==> config.mk <==
export PLATFORM = sky130hd
export DESIGN_NAME = addr_unit
export DESIGN_NICKNAME = d
export VERILOG_FILES = /design/src/rtl/addr_unit.sv
export SDC_FILE = /design/constraint.sdc
export NUM_CORES = 1
export LEC_CHECK = 0
export CAP_MARGIN = 10
export CORE_MARGIN = 2
export CORE_UTILIZATION = 40
export CTS_CLUSTER_SIZE = 10
export DETAILED_ROUTE_END_ITERATION = 16
export GPL_ROUTABILITY_DRIVEN = 0
export MAX_ROUTING_LAYER = met4
export PLACE_DENSITY = 0.82
export SETUP_SLACK_MARGIN = 0.15
export SLEW_MARGIN = 10
export SYNTH_ARGS = -nofsm -noshare
export SYNTH_HDL_FRONTEND = slang
export SYNTH_SLANG_ARGS = --single-unit
==> constraint.sdc <==
create_clock -name clk -period 2.1 [get_ports clk]
set_clock_uncertainty 0.15 [all_clocks]
set_input_delay 0.21 -clock clk [delete_from_list [all_inputs] [get_ports clk]]
set_output_delay 0.21 -clock clk [all_outputs]
set_load 0.02 [all_outputs]
==> src/rtl/addr_unit.sv <==
// rtl/addr_unit.sv - address generation: PC, MAR, SP and stack write port (optional STACK_CHECK_EN bounds checking)
module addr_unit #(
    parameter int ADDR_W      = 12,
    parameter int SP_INIT     = 0,
    parameter int STACK_DEPTH = 256
) (
    input  logic              clk,
    input  logic              reset,
    input  logic              soft_rst,
    input  logic [20:0]       ctrl,
    input  logic [15:0]       data_in,
    input  logic [15:0]       a_in,
    output logic [ADDR_W-1:0] mar_out,
    output logic [ADDR_W-1:0] pc_out,
    output logic [ADDR_W-1:0] sp_out,
    output logic              stk_we,
    output logic [ADDR_W-1:0] stk_addr,
    output logic [15:0]       stk_wdata,
    output logic              stk_err
);

    // Control word bit positions as defined by the controller
    localparam int B_PC_INC      = 2;
    localparam int B_PC_LOAD     = 3;
    localparam int B_MAR_EN      = 4;
    localparam int B_MAR_LOAD    = 8;
    localparam int B_SP_ADD      = 10;
    localparam int B_MAR_STACK   = 11;
    localparam int B_STACK_LOAD  = 12;
    localparam int B_PC_MAR_LOAD = 13;
    localparam int B_MAR_INC     = 14;
    localparam int B_MAR_A_LOAD  = 18;
    localparam int B_JUMP        = 19;

    localparam logic [ADDR_W-1:0] SP_RST = SP_INIT[ADDR_W-1:0];
    localparam logic [ADDR_W-1:0] ONE    = {{(ADDR_W-1){1'b0}}, 1'b1};
    localparam logic [ADDR_W-1:0] TWO    = {{(ADDR_W-2){1'b0}}, 2'b10};

    logic [ADDR_W-1:0] pc_q, pc_d;
    logic [ADDR_W-1:0] mar_q, mar_d;
    logic [ADDR_W-1:0] sp_q, sp_d;
    logic              err_q, err_d;
    logic [ADDR_W-1:0] load_val;
    logic              push, pop, ovf, unf;

    // Bits the controller drives that this stage does not act on
    logic unused_inputs;
    assign unused_inputs = ^{ctrl[20], ctrl[17:15], ctrl[9], ctrl[7:5], ctrl[1:0],
                             data_in[15:ADDR_W], STACK_DEPTH};

    assign load_val = data_in[ADDR_W-1:0];
    assign push     = ctrl[B_STACK_LOAD];
    assign pop      = ctrl[B_SP_ADD];

`ifdef STACK_CHECK_EN
    localparam logic [ADDR_W-1:0] SP_FULL = SP_RST - STACK_DEPTH[ADDR_W-1:0];
    // A lone push at the full mark or a lone pop at the empty mark is rejected
    always_comb begin
        ovf   = push & ~pop & (sp_q == SP_FULL);
        unf   = pop & ~push & (sp_q == SP_RST);
        err_d = err_q | ovf | unf;
    end
`else
    // Without checking the stack wraps freely and never flags
    always_comb begin
        ovf   = 1'b0;
        unf   = 1'b0;
        err_d = 1'b0;
    end
`endif

    // Next-state selection for PC, MAR and SP in priority order
    always_comb begin
        pc_d = pc_q;
        if (ctrl[B_PC_LOAD])      pc_d = load_val;
        else if (ctrl[B_JUMP])    pc_d = pc_q + TWO;
        else if (ctrl[B_PC_INC])  pc_d = pc_q + ONE;

        mar_d = mar_q;
        if (ctrl[B_MAR_LOAD])          mar_d = load_val;
        else if (ctrl[B_MAR_A_LOAD])   mar_d = a_in[ADDR_W-1:0];
        else if (ctrl[B_MAR_STACK])    mar_d = sp_q;
        else if (ctrl[B_PC_MAR_LOAD])  mar_d = pc_q;
        else if (ctrl[B_JUMP])         mar_d = mar_q + TWO;
        else if (ctrl[B_MAR_INC])      mar_d = mar_q + ONE;

        sp_d = sp_q;
        if (push & ~pop & ~ovf)       sp_d = sp_q - ONE;
        else if (pop & ~push & ~unf)  sp_d = sp_q + ONE;
    end

    // Stack write port: pushes the return address on CAL, the accumulator otherwise
    always_comb begin
        stk_we    = push & ~ovf & ~soft_rst;
        stk_addr  = sp_q - ONE;
        stk_wdata = ctrl[B_MAR_EN] ? {{(16-ADDR_W){1'b0}}, mar_q} : a_in;
    end

    // State registers; soft reset overrides every control bit
    always_ff @(posedge clk or negedge reset) begin
        if (!reset) begin
            pc_q  <= '0;
            mar_q <= '0;
            sp_q  <= SP_RST;
            err_q <= 1'b0;
        end else if (soft_rst) begin
            pc_q  <= '0;
            mar_q <= '0;
            sp_q  <= SP_RST;
            err_q <= 1'b0;
        end else begin
            pc_q  <= pc_d;
            mar_q <= mar_d;
            sp_q  <= sp_d;
            err_q <= err_d;
        end
    end

    assign pc_out  = pc_q;
    assign mar_out = mar_q;
    assign sp_out  = sp_q;
    assign stk_err = err_q;

endmodule

==> impl_metrics.csv, run 1 <==
group,metric,value,unit
status,status,"completed",
power,total_power,3.01,mW
power,power.switching,1.18,mW
synth,syn_inst,371,
synth,synthesis.nets,433,
timing,relSlewSlack,0.620,
worst_setup_path,worst_r2r_endpoint,"sp_out[11]",
clocking,clk_latency,0.29,ns
power,leakage,2.24,nW
floorplan,die_x,91.0,µm
clocking,cts_tree,"yes",
grt,grt_max_degree,37,
timing,setup_viol,0,
clocking,root_buffer,"clkbuf_8",
final_layout,nNetsFinal,591,
worst_setup_path,max_stage_delay,0.44,ns
power,pwr-share-clk,0.154,
worst_setup_path,cp.required,1.74,ns
timing,holdWs,0.186,ns
drt,viasPerCell,5.92,
timing,rsz0062_at_grt,"true",
power,ir_drop,0.302,mV
clocking,htreeDepth,2,
final_layout,areaGrowthSynthToFinish,65.6,%
grt,grt_pass1_wl,17400,µm
floorplan,coreArea,0.00729,mm²
power,comb_power_share,0.565,
floorplan,rows,31,
drt,vias,3713,
drt,drt_iter0_drc,340,
power,power.internal,1.83,mW
timing,hold_violations,0,
grt,grt_pass1_vias,3563,
power,p_sw_frac,0.392,
floorplan,die_area,0.00829,mm²
worst_setup_path,critPathMaxFanout,3,
drt,ant_nets,0,
grt,grt_antenna_before_repair,0,
synth,yosysSeqAreaShare,0.297,
timing,fmaxAchievable,478,MHz
worst_setup_path,crit_chain,"inv_4, ha_4, nor4b_4, nand2_2, nor2_2, xor2_2, buf_6",
grt,grt_use_total,0.263,
synth,ys_async_sr_fraction,1.00,
grt,grt-ovfl-total,0,
floorplan,io_pins,122,
worst_setup_path,cp_data_arrival_time,1.73,ns
clocking,clk_pin_slew_worst_paths,0.07,ns
synth,synth_ff_type,"dfrtp_1",
synth,synth_edf_count,0,
synth,synth.distinct_cells,57,
worst_setup_path,path_class,"register to output port",
hold_path,min_path_type,"input port to asynchronous set/reset pin",
timing,tightest_slew,0.570,ns
worst_setup_path,worstSetupStartpointType,"register",
final_layout,antenna_cells,0,
final_layout,drive_gt1_frac,0.258,
worst_setup_path,critical_path.top_delay_family,"simple AND/OR/NAND/NOR gates",
power,power_frac_seq,0.281,
final_layout,final_area,0.00502,mm²
timing,min_period,2.09,ns
drt,firstDrtPassIters,6,
timing,finalCritPeriodShare,0.997,
run,drv_cap,0,
timing,setup_slack,0.00593,ns
worst_setup_path,critPathBufInv,2,
placed_design,portBuffers,106,
worst_setup_path,r2r_cells,6,
drt,drt-total-wl,11600,µm
synth,synth_seq_cells,36,
worst_setup_path,slowest_stage,"dfrtp_2",
worst_setup_path,critPathCaptureType,"output port",
synth,synth-warning-count,0,
drt,wl_per_cell,18.5,µm
drt,drc_errors,0,
floorplan,chipHeight,91.0,µm
synth,synth.cell_area,0.00303,mm²
placed_design,dp_hpwl,7970,µm
synth,syn-mean-instance-area,8.17,µm²
timing,drv_slew,0,
placed_design,dpl_cell_area,0.00461,mm²
clocking,cts_inserted_buffers,5,
clocking,numClockSinks,36,
clocking,clock_path_buffers,2,
worst_setup_path,r2r_start,"sp_out[3]",
power,power.density,600,mW/mm²
clocking,postCtsHoldBufs,0,
worst_setup_path,r2r_setup_slack,0.10,ns
final_layout,final_util,0.688,
floorplan,initial_utilization,0.416,
placed_design,preCtsSetupSlack,-0.250,ns
==> cell families after synthesis <==
logic type                 share of synthesized area
DFF                                            0.297
buffers and inverters                         0.0628
adders and majority gates                     0.0248
AOI/OAI and AO/OA                              0.218
and+or+nand+nor                                0.237
xor gates and xnor gates                       0.101
other                                        0.00124
muxes                                         0.0578
==> layout make-up <==
| type | count | area [µm²] |
|---|---|---|
| clock buffer | 6 | 72.6 |
| fill | 548 | 2270 |
| inverter | 16 | 62.6 |
| tap | 99 | 124 |
| timing repair buffer | 179 | 1690 |
| sequential | 36 | 905 |
| multi-input combinational | 291 | 2160 |
==> what timing repair did <==
action	in CTS	in global routing
setup endpoints to repair	28	37
setup buffers	6	4
cloned	0	1
pin swaps	7	15
resized for setup	85	40
endpoints found under the hold margin	0	0
==> worst max path at each step <==
stage,start,end,slack [ns],cells after the start
2_1_floorplan,sp_out[0],stk_addr[8],0.16,6
3_3_place_gp,ctrl[19],pc_out[8],-0.24,8
3_5_place_dp,sp_out[0],stk_addr[8],-0.25,7
4_1_cts,sp_out[0],stk_addr[8],0.02,7
5_1_grt,sp_out[0],stk_addr[8],-0.09,7
6_report,sp_out[0],stk_addr[8],0.006,7
==> power by group through the flow <==
| stage | logic, mW | clock network [mW] | registers, mW |
|---|---|---|---|
| after floorplan | 0.654 | 0 | 0.914 |
| after global placement | 1.45 | 0 | 0.844 |
| after detailed placement | 1.48 | 0 | 0.847 |
| after CTS | 1.53 | 0.464 | 0.841 |
| after global routing | 1.79 | 0.491 | 0.855 |
| final | 1.70 | 0.463 | 0.846 |
==> Yosys cell counts, types with 4 or more instances <==
cell | count | area [µm²]
nor2_1 | 37 | 139
nand4_1 | 4 | 25.0
dfrtp_1 | 36 | 901
o21ai_0 | 12 | 60.1
mux2_2 | 12 | 135
or3_1 | 4 | 25.0
a22oi_1 | 6 | 45.0
nor3_1 | 8 | 40.0
mux2i_1 | 4 | 40.0
a21o_1 | 5 | 37.5
o32ai_1 | 6 | 52.6
a21oi_1 | 20 | 100
nand2b_1 | 8 | 50.1
xor2_1 | 15 | 131
nor2b_1 | 13 | 81.3
a211oi_1 | 7 | 52.6
inv_1 | 16 | 60.1
a221oi_1 | 6 | 52.6
nand2_1 | 29 | 109
clkbuf_1 | 20 | 75.1
nand3_1 | 16 | 80.1
xnor2_1 | 20 | 175
ha_1 | 6 | 75.1
==> stage by stage <==
stage / instances / TNS [ns]
after CTS: 622 / 0
final: 627 / 0
after global placement: 610 / -1.87
after global routing: 627 / -0.215
after detailed placement: 610 / -3.04
after floorplan: 371 / 0
==> flip-flops by register name (all words and copies together), names as in the netlist <==
signal and cells:
mar_out 12, pc_out 12, sp_out 12
==> routing by layer <==
metal | GRT usage | vias up | wire, µm
met1 | 0.325 | 1775 | 4610
met5 | - | - | 0
met3 | 0.0456 | 49 | 949
met4 | 0.0783 | 0 | 371
met2 | 0.440 | 231 | 5660
li1 | - | 1658 | -
==> worst reg2reg max path: stages (launching register included) <==
cell     delay, ns
dfrtp_1       0.47
buf_4         0.18
and4_1        0.32
nand2_1       0.16
o32ai_1       0.31
xnor2_1       0.21
nor2_1        0.09
==> placed cells by master, fill, tap and decap left out, types with 4 or more instances in the layout <==
cell,instances
a211oi_1,6
a21o_1,5
a21oi_1,19
a221oi_1,6
a22oi_1,6
buf_4,66
buf_6,11
clkbuf_8,5
clkdlybuf4s50_1,72
dfrtp_1,33
dlygate4sd2_1,12
dlymetal6s2s_1,11
ha_1,5
inv_1,14
mux2_2,12
mux2i_1,4
nand2_1,26
nand2b_1,8
nand3_1,14
nand4_1,4
nor2_1,35
nor2b_1,13
nor3_1,7
o21ai_0,11
o32ai_1,4
xnor2_1,18
xor2_1,14
(Power assumes the default switching activity.)
==> inputs of run 2 (changes only) <==
--- a/config.mk
+++ b/config.mk
@@ -14,7 +14,7 @@
 export MAX_ROUTING_LAYER = met4
 export PLACE_DENSITY = 0.82
 export SETUP_SLACK_MARGIN = 0.15
-export SLEW_MARGIN = 10
+export SLEW_MARGIN = 20
 export SYNTH_ARGS = -nofsm -noshare
 export SYNTH_HDL_FRONTEND = slang
 export SYNTH_SLANG_ARGS = --single-unit
==> results of run 2 <==
Same layout as run 1: the final DEF is identical, and so are final timing and power.
